<file path="src/rtl/idct_frame_seq.sv">
`default_nettype none
// ============================================================================
//  Module      : idct_frame_seq
//  Description : Frame sequencer ahead of the IDCT IFFT + scaling chain.
//                Accepts one size command per frame, frames the raw sample
//                stream into Avalon-ST packets (sop/eop, held fftpts), limits
//                frames in flight, and reports saturating per-frame overflow
//                counts from the scaling stage.
//  Revision    : 1.0 - initial release
// ============================================================================
module idct_frame_seq #(
    parameter int wData        = 28,
    parameter int wOvfCnt      = 12,
    parameter int MAX_INFLIGHT = 2
) (
    input  logic               clk,
    input  logic               rst,
    input  logic               cmd_valid,
    output logic               cmd_ready,
    input  logic [11:0]        cmd_fftpts,
    output logic               cmd_err,
    input  logic               in_valid,
    output logic               in_ready,
    input  logic [wData-1:0]   in_real,
    input  logic [wData-1:0]   in_imag,
    output logic               out_valid,
    input  logic               out_ready,
    output logic               out_sop,
    output logic               out_eop,
    output logic [wData-1:0]   out_real,
    output logic [wData-1:0]   out_imag,
    output logic [11:0]        out_fftpts,
    input  logic               mon_valid,
    input  logic               mon_eop,
    input  logic               mon_overflow,
    output logic               stat_valid,
    output logic [wOvfCnt-1:0] stat_ovf_cnt,
    output logic [2:0]         inflight
);

    localparam logic [0:0]         c_S_IDLE   = 1'b0;
    localparam logic [0:0]         c_S_RUN    = 1'b1;
    localparam logic [2:0]         c_MAX_FLT  = 3'(MAX_INFLIGHT);
    localparam logic [wOvfCnt-1:0] c_OVF_MAX  = '1;

    logic [0:0]         r_state;
    logic [0:0]         w_next_state;
    logic [11:0]        r_cnt;
    logic [11:0]        r_fftpts;
    logic               r_cmd_err;
    logic [2:0]         r_inflight;
    logic [wOvfCnt-1:0] r_acc;
    logic               r_stat_valid;
    logic [wOvfCnt-1:0] r_stat_ovf_cnt;

    logic               w_legal;
    logic               w_accept_legal;
    logic               w_accept_bad;
    logic               w_beat;
    logic               w_issue;
    logic               w_retire;
    logic               w_last_cnt;
    logic               w_mon_end;
    logic [wOvfCnt-1:0] w_acc_sum;

    assign w_legal    = (cmd_fftpts == 12'd256)  || (cmd_fftpts == 12'd512) ||
                        (cmd_fftpts == 12'd1024) || (cmd_fftpts == 12'd2048);
    assign w_last_cnt = (r_cnt == (r_fftpts - 12'd1));
    assign w_mon_end  = mon_valid & mon_eop;
    // A retire with nothing in flight is ignored so the counter cannot wrap below zero.
    assign w_retire   = w_mon_end & (r_inflight != 3'd0);
    // The accumulator sticks at its maximum rather than wrapping.
    assign w_acc_sum  = ((r_acc != c_OVF_MAX) && mon_valid && mon_overflow) ?
                        r_acc + wOvfCnt'(1) : r_acc;

    assign out_fftpts   = r_fftpts;
    assign cmd_err      = r_cmd_err;
    assign inflight     = r_inflight;
    assign stat_valid   = r_stat_valid;
    assign stat_ovf_cnt = r_stat_ovf_cnt;

    // Next-state and handshake decode; RUN is a zero-latency pass-through.
    always_comb begin
        w_next_state   = r_state;
        cmd_ready      = 1'b0;
        in_ready       = 1'b0;
        out_valid      = 1'b0;
        out_sop        = 1'b0;
        out_eop        = 1'b0;
        out_real       = '0;
        out_imag       = '0;
        w_beat         = 1'b0;
        w_issue        = 1'b0;
        w_accept_legal = 1'b0;
        w_accept_bad   = 1'b0;
        case (r_state)
            c_S_IDLE: begin
                cmd_ready = (r_inflight < c_MAX_FLT);
                if (cmd_valid && cmd_ready) begin
                    if (w_legal) begin
                        w_accept_legal = 1'b1;
                        w_next_state   = c_S_RUN;
                    end else begin
                        w_accept_bad   = 1'b1;
                    end
                end
            end
            default: begin
                out_valid = in_valid;
                in_ready  = out_ready;
                out_real  = in_real;
                out_imag  = in_imag;
                out_sop   = in_valid && (r_cnt == 12'd0);
                out_eop   = in_valid && w_last_cnt;
                w_beat    = in_valid && out_ready;
                if (w_beat && w_last_cnt) begin
                    w_issue      = 1'b1;
                    w_next_state = c_S_IDLE;
                end
            end
        endcase
    end

    // State, beat counter, latched frame length and illegal-command pulse.
    always_ff @(posedge clk or posedge rst) begin
        if (rst) begin
            r_state   <= c_S_IDLE;
            r_cnt     <= 12'd0;
            r_fftpts  <= 12'd0;
            r_cmd_err <= 1'b0;
        end else begin
            r_state   <= w_next_state;
            r_cmd_err <= w_accept_bad;
            if (w_accept_legal) begin
                r_fftpts <= cmd_fftpts;
                r_cnt    <= 12'd0;
            end else if (w_beat) begin
                r_cnt    <= r_cnt + 12'd1;
            end
        end
    end

    // Frames in flight: issue on the last framed beat, retire on scaling eop.
    always_ff @(posedge clk or posedge rst) begin
        if (rst) begin
            r_inflight <= 3'd0;
        end else if (w_issue && !w_retire) begin
            r_inflight <= r_inflight + 3'd1;
        end else if (!w_issue && w_retire) begin
            r_inflight <= r_inflight - 3'd1;
        end
    end

    // Per-frame overflow accumulation; the eop beat itself is included in the report.
    always_ff @(posedge clk or posedge rst) begin
        if (rst) begin
            r_acc          <= '0;
            r_stat_valid   <= 1'b0;
            r_stat_ovf_cnt <= '0;
        end else begin
            r_stat_valid <= w_mon_end;
            if (w_mon_end) begin
                r_stat_ovf_cnt <= w_acc_sum;
                r_acc          <= '0;
            end else begin
                r_acc          <= w_acc_sum;
            end
        end
    end

endmodule
`default_nettype wire
</file>
<file path="config.mk">
export PLATFORM = sky130hd
export DESIGN_NAME = idct_frame_seq
export DESIGN_NICKNAME = d
export VERILOG_FILES = /design/src/rtl/idct_frame_seq.sv
export SDC_FILE = /design/constraint.sdc
export NUM_CORES = 1
export LEC_CHECK = 0
export BUFFER_PORTS_ARGS = -buffer_cell sky130_fd_sc_hd__clkbuf_2
export CORE_MARGIN = 10
export CORE_UTILIZATION = 40
export DETAILED_ROUTE_END_ITERATION = 10
export PLACE_DENSITY = 0.78
export SYNTH_ARGS = -nofsm -noshare
export SYNTH_HDL_FRONTEND = slang
export SYNTH_SLANG_ARGS = --single-unit
</file>
<file path="constraint.sdc">
create_clock -name clk -period 4.2 [get_ports clk]
set_clock_uncertainty 0.15 [all_clocks]
set_input_delay 0.21 -clock clk [delete_from_list [all_inputs] [get_ports clk]]
set_output_delay 0.21 -clock clk [all_outputs]
set_load 0.01 [all_outputs]
</file>
==> results of run 1 <==
==> how the worst min path moves through the flow <==
stage,from,to,slack [ns],cells past startpoint
6_report,rst,stat_ovf_cnt[0],-0.0004,2
2_1_floorplan,cmd_fftpts[10],out_fftpts[10],0.19,1
5_1_grt,cmd_fftpts[8],out_fftpts[8],0.02,2
4_1_cts,cmd_fftpts[10],out_fftpts[10],0.005,2
3_3_place_gp,stat_ovf_cnt[3],stat_ovf_cnt[3],0.31,2
3_5_place_dp,stat_ovf_cnt[9],stat_ovf_cnt[9],0.32,2
==> cell families (layout without fill, tap and decap cells) <==
kind of cell / after synthesis / in the layout / synth area share (%)
mux: 6 / 6 / 2.00
buf+inv: 28 / 187 / 3.76
xor+xnor: 24 / 24 / 6.45
compound gates: 54 / 54 / 10.8
flops: 54 / 54 / 41.4
fa+ha+maj: 6 / 6 / 2.53
simple gates: 189 / 189 / 33.0
==> registers in the layout, summed over array words and instances, names as in the netlist <==
signal / count
r_acc: 12
r_state: 1
r_cnt: 12
stat_valid: 1
out_fftpts: 12
cmd_err: 1
stat_ovf_cnt: 12
inflight: 3
==> routing by layer <==
metal  part of all wire (%)  vias up  GRT usage (%)
met2                     51       96           25.5
li1                       -     1537              -
met3                    7.5       16           5.51
met5                      0        -              0
met1                     40     1457           18.7
met4                    1.4        0           3.85
==> area by class of cell <==
class	instances	area [sq um]
fill	779	3580
multi-input combinational	279	1790
sequential	54	1350
timing repair buffer	167	843
tap	102	128
clock buffer	5	68.8
clock inverter	3	48.8
inverter	12	45.0
==> where the power goes <==
group	switching, uW	total (uW)	internal [uW]	leakage (uW)
sequential	39.3	592	553	0.000730
clock	187	369	182	0.0000563
combinational	116	214	98.3	0.00144
==> synth_stat cells, types with 2 or more instances <==
| cell type | n | area [sq um] |
|---|---|---|
| o21ai_1 | 8 | 40.0 |
| and2_2 | 2 | 15.0 |
| nor3_1 | 6 | 30.0 |
| mux2i_1 | 2 | 20.0 |
| and4_1 | 2 | 17.5 |
| a21oi_1 | 8 | 40.0 |
| buf_2 | 2 | 10.0 |
| nor2_1 | 30 | 113 |
| nor2b_1 | 2 | 12.5 |
| a31oi_1 | 5 | 31.3 |
| mux2_1 | 3 | 33.8 |
| xnor2_1 | 14 | 123 |
| nor4_1 | 4 | 25.0 |
| and2_1 | 65 | 407 |
| o31ai_1 | 2 | 15.0 |
| o211ai_1 | 4 | 30.0 |
| inv_1 | 12 | 45.0 |
| and3_1 | 4 | 25.0 |
| clkbuf_1 | 11 | 41.3 |
| nand3_1 | 21 | 105 |
| or2b_1 | 2 | 15.0 |
| or2_2 | 2 | 12.5 |
| buf_4 | 2 | 15.0 |
| o21ai_0 | 17 | 85.1 |
| and4_2 | 3 | 30.0 |
| ha_1 | 5 | 62.6 |
| a211o_2 | 2 | 20.0 |
| nand4_1 | 4 | 25.0 |
| dfrtp_1 | 54 | 1350 |
| nand2_1 | 31 | 116 |
| xor2_1 | 10 | 87.6 |
==> repair_timing <==
action	CTS	global route
endpoints found under the hold margin	1	0
setup endpoints to repair	0	0
hold buffers	1	0
==> per-stage QoR <==
stage,hold WS (ns),instances
2_1_floorplan,0.192,361
3_3_place_gp,0.311,613
3_5_place_dp,0.321,613
4_1_cts,0.00550,622
5_1_grt,0.0186,622
6_report,-0.000367,622
==> cell usage in the layout (no fill, tap or decap), types with 2 or more instances in the layout <==
| cell | netlist | final |
|---|---|---|
| and2_1 | 65 | 65 |
| a21oi_1 | 8 | 8 |
| xor2_1 | 10 | 10 |
| nor2_1 | 30 | 30 |
| or2_2 | 2 | 2 |
| inv_1 | 12 | 11 |
| nand2_1 | 31 | 31 |
| nor3_1 | 6 | 6 |
| clkbuf_2 | 0 | 165 |
| nor2b_1 | 2 | 2 |
| nor4_1 | 4 | 4 |
| o31ai_1 | 2 | 2 |
| mux2_1 | 3 | 3 |
| o211ai_1 | 4 | 4 |
| nand3_1 | 21 | 21 |
| and2_2 | 2 | 2 |
| a31oi_1 | 5 | 5 |
| clkbuf_8 | 0 | 5 |
| a211o_2 | 2 | 2 |
| ha_1 | 5 | 5 |
| and4_1 | 2 | 2 |
| o21ai_0 | 17 | 17 |
| or2b_1 | 2 | 2 |
| o21ai_1 | 8 | 8 |
| dfrtp_1 | 54 | 54 |
| nand4_1 | 4 | 4 |
| and3_1 | 4 | 4 |
| mux2i_1 | 2 | 2 |
| and4_2 | 3 | 3 |
| xnor2_1 | 14 | 14 |
==> results.yml, run 1 <==
synth:
  synth.yosys.seq_area_share_pct: 41.4
  async_reset_ff_share_pct: 100
  synth_cell_type_count: 53
  ys_ff_latch: 54
  synth-edff-count: 0
  synth_top_flop_cell: "dfrtp_1"
  netlist_instances: 361
  avgSynthCellArea_sq_um: 9.03
  synth_area_sq_um: 3260
  yosysWarnings: 0
  syn_nets: 443
routing:
  drcViolationCount: 0
  via_per_inst: 4.99
  dr.first_iter.drc_count: 174
  vias: 3106
  wl_mm: 9.95
  antenna_left: 0
  drtPass1Iterations: 4
  wl_per_cell_um: 16.0
worst_setup_path:
  crit_buf_inv: 2
  cp.depth: 14
  setup.worst_path.class: "register to register"
  endpoint_kind: "register"
  reg2reg_slack_ns: 0.80
  cp.required_ns: 4.30
  cp-endpoint: "inflight[2]"
  timing.rr.end: "inflight[2]"
  ff2ff_path_depth: 14
  cp-start-kind: "register"
  arrival_ns: 3.50
  reg2reg_from: "out_fftpts[0]"
  slowest_delay_ns: 0.55
  cp_cell_sequence: "inv_1, ha_1, nor2b_1, or3_1, a31oi_1, and4_1, nand3_1, nor2_1, ha_1, inv_1, fa_1, xor2_1, nor2_1, xor2_1"
  crit_fanout: 10
  crit_family: "simple AND/OR/NAND/NOR gates"
  crit_slowest_cell: "dfrtp_1"
  startpoint: "out_fftpts[0]"
global_routing:
  grt_max_degree: 62
  gr-total-overflow: 0
  grt_pass1_vias: 3238
  grt_pass1_wl_mm: 15.4
  antenna_found_initial: 0
  grt_use_total_pct: 15.4
placement:
  routabilityCongestion: 0.867
  portBuffers: 165
  place_ws_ns: 0.856
  placed_cell_area_sq_um: 4140
  dpl.hpwl_mm: 8.03
sta:
  hold_viol: 1
  worstMarginPinSlew_ns: 1.13
  post-route-period-util_pct: 80.9
  clock.fmax_mhz: 294
  fin_setup_tns_ns: 0
  maxSlewHeadroom_pct: 24.5
  period_needed_ns: 3.40
  grt_setup_unrepaired: "no"
  fin_hold_ws_ns: -0.000367
  slew_violations: 0
  setup_viol: 0
  worst_slack_ns: 0.801
die:
  rows: 32
  start_util_pct: 41.5
  core_area_sq_um: 7850
  dieWidth_um: 110
  die_area_sq_um: 12200
  ios: 166
  die_h_um: 110
clock_tree:
  clk-insertion-delay-late_ns: 0.32
  tritoncts: "built"
  clk_pin_slew_ns: 0.10
  cts_resized: 0
  cts.sinks: 54
  post_cts_buffers: 0
  cts_root_buf: "clkbuf_8"
  cts_buffers: 5
  clk_path_buf_depth: 2
  h-tree-depth: 2
final_layout:
  fin_area_sq_um: 4270
  syn2layout_area_growth_pct: 31.0
  n_antenna_cell: 0
  finish.utilization_pct: 54.4
  drive_above_1_share_pct: 37.9
  layout.nets: 601
power:
  power_uw: 1180
  power_per_cell_area_nw_per_um2: 275
  leakage_uw: 0.00223
  ir_drop_uv: 158
status:
  violations: "negative hold slack"
  run_status: "finished with violations"
worst_hold_path:
  hold_path.class: "input pin to async pin"
run:
  cap_viol_max_count: 0
(Power assumes the default switching activity.)
==> run 2, diff against run 1 <==
--- a/config.mk
+++ b/config.mk
@@ -5,11 +5,12 @@
 export SDC_FILE = /design/constraint.sdc
 export NUM_CORES = 1
 export LEC_CHECK = 0
+export ABC_AREA = 1
 export BUFFER_PORTS_ARGS = -buffer_cell sky130_fd_sc_hd__clkbuf_2
 export CORE_MARGIN = 10
 export CORE_UTILIZATION = 40
 export DETAILED_ROUTE_END_ITERATION = 10
-export PLACE_DENSITY = 0.78
+export PLACE_DENSITY = 0.77
 export SYNTH_ARGS = -nofsm -noshare
 export SYNTH_HDL_FRONTEND = slang
 export SYNTH_SLANG_ARGS = --single-unit
==> constraint.sdc (replaced) <==
create_clock -name clk -period 3.4 [get_ports clk]
set_clock_uncertainty 0.15 [all_clocks]
set_input_delay 0.17 -clock clk [delete_from_list [all_inputs] [get_ports clk]]
set_output_delay 0.17 -clock clk [all_outputs]
set_load 0.01 [all_outputs]
==> results.yml, run 2 <==
worst_setup_path:
  crit_buf_inv: 2
  startpoint: "out_fftpts[0]"
  reg2reg_slack_ns: 0.38
  crit_top_cell: "nor2_1"
  cp.required_ns: 3.49
  ff2ff_path_depth: 15
  crit_slowest_cell: "dfrtp_1"
  crit_fanout: 6
  crit_family: "simple AND/OR/NAND/NOR gates"
  endpoint_kind: "register"
  timing.rr.end: "inflight[2]"
  arrival_ns: 3.11
  slowest_delay_ns: 0.44
  reg2reg_from: "out_fftpts[0]"
  cp_cell_sequence: "inv_1, ha_1, nand3_1, nand3b_1, xor2_1, nor2b_1, nand4_1, nor2_1, ha_1, inv_1, fa_1, nor2_1, nor2_1, nand2_1, xnor2_1"
  cp-start-kind: "register"
  setup.worst_path.class: "register to register"
final_layout:
  layout_common_cells: "clkbuf_2, nand2_1, inv_1, dfrtp_1, nor2_1"
  layout_commonest_cell: "clkbuf_2"
  layout.nets: 762
  syn2layout_area_growth_pct: 32.0
  regArea_sq_um: 1350
  drive_above_1_share_pct: 28.3
  fin_area_sq_um: 4560
  nFillCells: 799
  n_antenna_cell: 0
  multi_input_area_sq_um: 1640
power:
  p_sw_share_pct: 30.7
  p_switching_uw: 474
  p_int_uw: 1070
  power_per_cell_area_nw_per_um2: 339
  ir_drop_uv: 244
  power_frac_clock_pct: 29.0
  seq_power_share_pct: 48.9
  leakage_uw: 0.00288
  pwr-share-comb_pct: 22.1
synth:
  yosys.area.top_type: "dfrtp_1"
  syn_nets: 593
  async_reset_ff_share_pct: 100
  ys_ff_latch: 54
  post-synth-top-count-cell: "nand2_1"
  yosysWarnings: 0
  synth_common_cells: "nand2_1, inv_1, dfrtp_1, nor2_1, nand3_1"
  synth_cell_type_count: 36
  netlist_instances: 511
  synth_area_sq_um: 3450
  synth.yosys.seq_area_share_pct: 39.1
  avgSynthCellArea_sq_um: 6.76
  synth.area.top_cells: "dfrtp_1, nand2_1, inv_1"
  synth_top_area_share_pct: 39.1
  synth-edff-count: 0
  synth_top_flop_cell: "dfrtp_1"
die:
  die_area_sq_um: 12700
  die_h_um: 113
  start_util_pct: 41.6
  dieWidth_um: 113
  rows: 33
  core_area_sq_um: 8300
  ios: 166
clock_tree:
  post_cts_buffers: 0
  cts_resized: 0
  tritoncts: "built"
  cts_buffers: 5
  cts.sinks: 54
  clk-insertion-delay-late_ns: 0.31
  cts_root_buf: "clkbuf_8"
  cts_hold_buf: 6
  clk_pin_slew_ns: 0.10
  clk_path_buf_depth: 2
  h-tree-depth: 2
routing:
  wl_per_cell_um: 14.1
  dr.first_iter.drc_count: 275
  antenna_left: 0
  top_layer_used: "met4"
  vias: 3721
  wl_mm: 11.1
  via_per_inst: 4.73
  drtPass1Iterations: 5
  wl_met2_mm: 5.47
  wl_met3_um: 657
  wl_met1_mm: 4.80
  drcViolationCount: 0
sta:
  clock.fmax_mhz: 331
  slew_violations: 0
  period_needed_ns: 3.02
  fin_setup_tns_ns: 0
  hold_viol: 0
  post-route-period-util_pct: 88.8
  worstMarginPinSlew_ns: 0.620
  setup_viol: 0
  grt_setup_unrepaired: "no"
  maxSlewHeadroom_pct: 58.6
placement:
  routabilityCongestion: 0.961
  dpl.hpwl_mm: 9.19
  portBuffers: 165
  placed_cell_area_sq_um: 4380
global_routing:
  grt_pass1_vias: 3717
  grt_max_degree: 61
  gr-total-overflow: 0
  antenna_found_initial: 0
  grt_pass1_wl_mm: 18.0
  grt_use_total_pct: 16.5
worst_hold_path:
  hold_path.class: "input pin to register"
  min_to: "cmd_err"
  hold_start: "cmd_fftpts[6]"
  whs_path_depth: 5
status:
  run_status: "complete, no violations"
run:
  cap_viol_max_count: 0
run 2: worst max path at each step:
| stage | endpoint | slack (ns) | cells after the start |
|---|---|---|---|
| after floorplan | inflight[1] | 0.70 | 12 |
| after global placement | inflight[1] | 0.56 | 12 |
| after detailed placement | inflight[1] | 0.41 | 12 |
| after CTS | inflight[2] | 0.38 | 15 |
| after global routing | inflight[2] | 0.12 | 15 |
| final | inflight[2] | 0.38 | 15 |
run 2: layer usage:
layer  global-route usage [%]  up-vias
met1                     20.8     1722
li1                         -     1871
met4                     4.23        0
met3                     3.33       12
met5                        0        -
met2                     28.0      116
run 2: through the flow:
| stage | util [%] | std cells | total power, uW | hold WS, ns | setup WS (ns) |
|---|---|---|---|---|---|
| floorplan | - | 511 | 948 | 0.137 | 0.695 |
| global placement | 52.8 | 772 | 1100 | 0.0997 | 0.556 |
| detailed placement | 52.8 | 772 | 1110 | 0.112 | 0.411 |
| CTS | 54.9 | 786 | 1570 | 0.123 | 0.382 |
| global route | 54.9 | 786 | 1640 | 0.171 | 0.118 |
| finish | 54.9 | 786 | 1550 | 0.120 | 0.379 |
run 2: kinds of logic (layout without fill, tap and decap cells):
group	Yosys count	count (layout)	synth area share, %
simple gates	274	274	33.9
fa+ha+maj	6	6	2.39
flops	54	54	39.1
buf+inv	120	290	13.3
xor+xnor	22	22	5.80
mux	1	1	0.326
compound gates	34	34	5.11
run 2: area by class of cell:
| class | instances | area share (%) |
|---|---|---|
| Multi-Input combinational cell | 337 | 36.0 |
| Sequential cell | 54 | 29.6 |
| Timing Repair Buffer | 175 | 20.1 |
| Inverter | 107 | 8.81 |
| Tap cell | 105 | 2.88 |
| Clock buffer | 5 | 1.51 |
| Clock inverter | 3 | 1.04 |
run 2: power groups by stage:
stage          combinational, uW  clock, uW  sequential, uW
2_1_floorplan                169          0             779
3_3_place_gp                 334          0             766
3_5_place_dp                 343          0             768
4_1_cts                      350        466             757
5_1_grt                      388        484             766
6_report                     342        448             756
run 2: worst min-delay path, delay by kind of cell:
kind,cells,cell delay [ns]
AND/OR/NAND/NOR,3,0.25
buffers and inverters,2,0.14
==> run 3, diff against run 2 <==
--- a/config.mk
+++ b/config.mk
@@ -11,6 +11,7 @@
 export CORE_UTILIZATION = 40
 export DETAILED_ROUTE_END_ITERATION = 10
 export PLACE_DENSITY = 0.77
+export RECOVER_POWER = 50
 export SYNTH_ARGS = -nofsm -noshare
 export SYNTH_HDL_FRONTEND = slang
 export SYNTH_SLANG_ARGS = --single-unit
==> constraint.sdc (replaced) <==
create_clock -name clk -period 3.4 [get_ports clk]
set_clock_uncertainty 0.15 [all_clocks]
set_input_delay 0.17 -clock clk [delete_from_list [all_inputs] [get_ports clk]]
set_output_delay 0.17 -clock clk [all_outputs]
set_load 0.1 [all_outputs]
==> results.yml, run 3 (synthesis results as in run 2) <==
global_routing:
  gr-total-overflow: 0
  grt_max_degree: 61
  grt_pass1_wl_mm: 18.1
  antenna_found_initial: 0
  grt_use_total_pct: 16.7
  grt_pass1_vias: 3790
run:
  cap_viol_max_count: 0
routing:
  antenna_left: 0
  drtPass1Iterations: 4
  via_per_inst: 4.64
  dr.first_iter.drc_count: 241
  wl_per_cell_um: 14.2
  drcViolationCount: 0
  wl_mm: 11.1
  vias: 3644
final_layout:
  layout_common_cells: "nand2_1, clkbuf_2, inv_1, dfrtp_1, nor2_1"
  multi_input_area_sq_um: 1640
  layout_commonest_cell: "nand2_1"
  nFillCells: 806
  drive_above_1_share_pct: 23.3
  n_antenna_cell: 0
  fin_area_sq_um: 4510
  finish.utilization_pct: 54.3
  syn2layout_area_growth_pct: 30.6
  regArea_sq_um: 1350
  layout.nets: 762
  final_cells: 786
worst_setup_path:
  cp-start-kind: "register"
  cp.required_ns: 3.48
  cp_cell_sequence: "inv_1, ha_1, nand3_1, nand3b_1, xor2_1, nor2b_1, nand4_1, nor2_1, ha_1, inv_1, fa_1, nor2_1, nor2_1, nand2_1, xnor2_1"
  crit_family: "simple AND/OR/NAND/NOR gates"
  crit_top_cell: "nor2_1"
  slowest_delay_ns: 0.43
  endpoint_kind: "register"
  reg2reg_from: "out_fftpts[0]"
  crit_slowest_cell: "dfrtp_1"
  crit_fanout: 6
  arrival_ns: 3.16
  setup.worst_path.class: "register to register"
  crit_buf_inv: 2
  startpoint: "out_fftpts[0]"
worst_hold_path:
  hold_start: "cmd_fftpts[6]"
  hold_path.class: "input pin to register"
sta:
  slew_violations: 0
  fin_setup_tns_ns: 0
  clock.fmax_mhz: 325
  grt_setup_unrepaired: "no"
  setup_viol: 0
  fin_hold_ws_ns: 0.0763
  post-route-period-util_pct: 90.6
  worstMarginPinSlew_ns: 1.45
  period_needed_ns: 3.08
  maxSlewHeadroom_pct: 3.32
  hold_viol: 0
status:
  run_status: "complete, no violations"
clock_tree:
  clk_pin_slew_ns: 0.10
  cts_buffers: 5
  post_cts_buffers: 0
  cts_root_buf: "clkbuf_8"
  h-tree-depth: 2
  tritoncts: "built"
  clk_path_buf_depth: 2
  clk-insertion-delay-late_ns: 0.31
  cts.sinks: 54
placement:
  routabilityCongestion: 0.933
  placed_cell_area_sq_um: 4390
  portBuffers: 165
  dp.cells: 772
  dpl.hpwl_mm: 9.23
die:
  dieWidth_um: 113
  rows: 33
  die_h_um: 113
  core_area_sq_um: 8300
  start_util_pct: 41.6
  die_area_sq_um: 12700
  ios: 166
power:
  ir_drop_uv: 458
  power_per_cell_area_nw_per_um2: 432
  leakage_uw: 0.00279
## run 3: final timing paths
path,end,slack (ns),cells after the start
worst max-delay path,inflight[2],0.32,15
worst min-delay path,cmd_err,0.08,5
worst max register to register,inflight[2],0.32,15
worst min register to register,stat_ovf_cnt[4],0.34,2
max in group asynchronous,stat_valid,1.01,4
min in group asynchronous,out_fftpts[4],0.65,3
## run 3: layout make-up
cell class	count	area share, %
clock inverters	3	1.05
multi-input cells	337	36.3
clock buffers	5	1.53
inverters	107	8.91
flip-flops and latches	54	30.0
repair buffers	175	19.3
well taps	105	2.91
## run 3: timing repair
item                      4_1_cts  5_1_grt
hold endpoints to repair       42        0
hold buffers                    6        0
resized for setup               0        0
## run 3: where the power goes
group	internal [uW]	switching, uW
clock network	225	226
logic	133	605
registers	700	57.9
total	1060	889
## run 3: per-stage QoR
| step | power, uW | setup WS (ns) |
|---|---|---|
| final | 1950 | 0.319 |
| after floorplan | 1360 | 0.0119 |
| after CTS | 1990 | 0.343 |
| after detailed placement | 1530 | 0.372 |
| after global placement | 1510 | 0.507 |
| after global routing | 2040 | 0.0805 |
## run 3: worst min-delay path: cells and delay by family
kind	cells	cell delay, ns
and+or+nand+nor	3	0.19
buffers and inverters	2	0.13
## run 3: routing by layer
layer | global-route usage (%) | up-vias | share of wire, %
li1 | - | 1879 | -
met3 | 3.70 | 18 | 4.7
met1 | 20.1 | 1661 | 42
met2 | 28.8 | 86 | 51
met4 | 5.08 | 0 | 1.8
met5 | 0 | - | 0
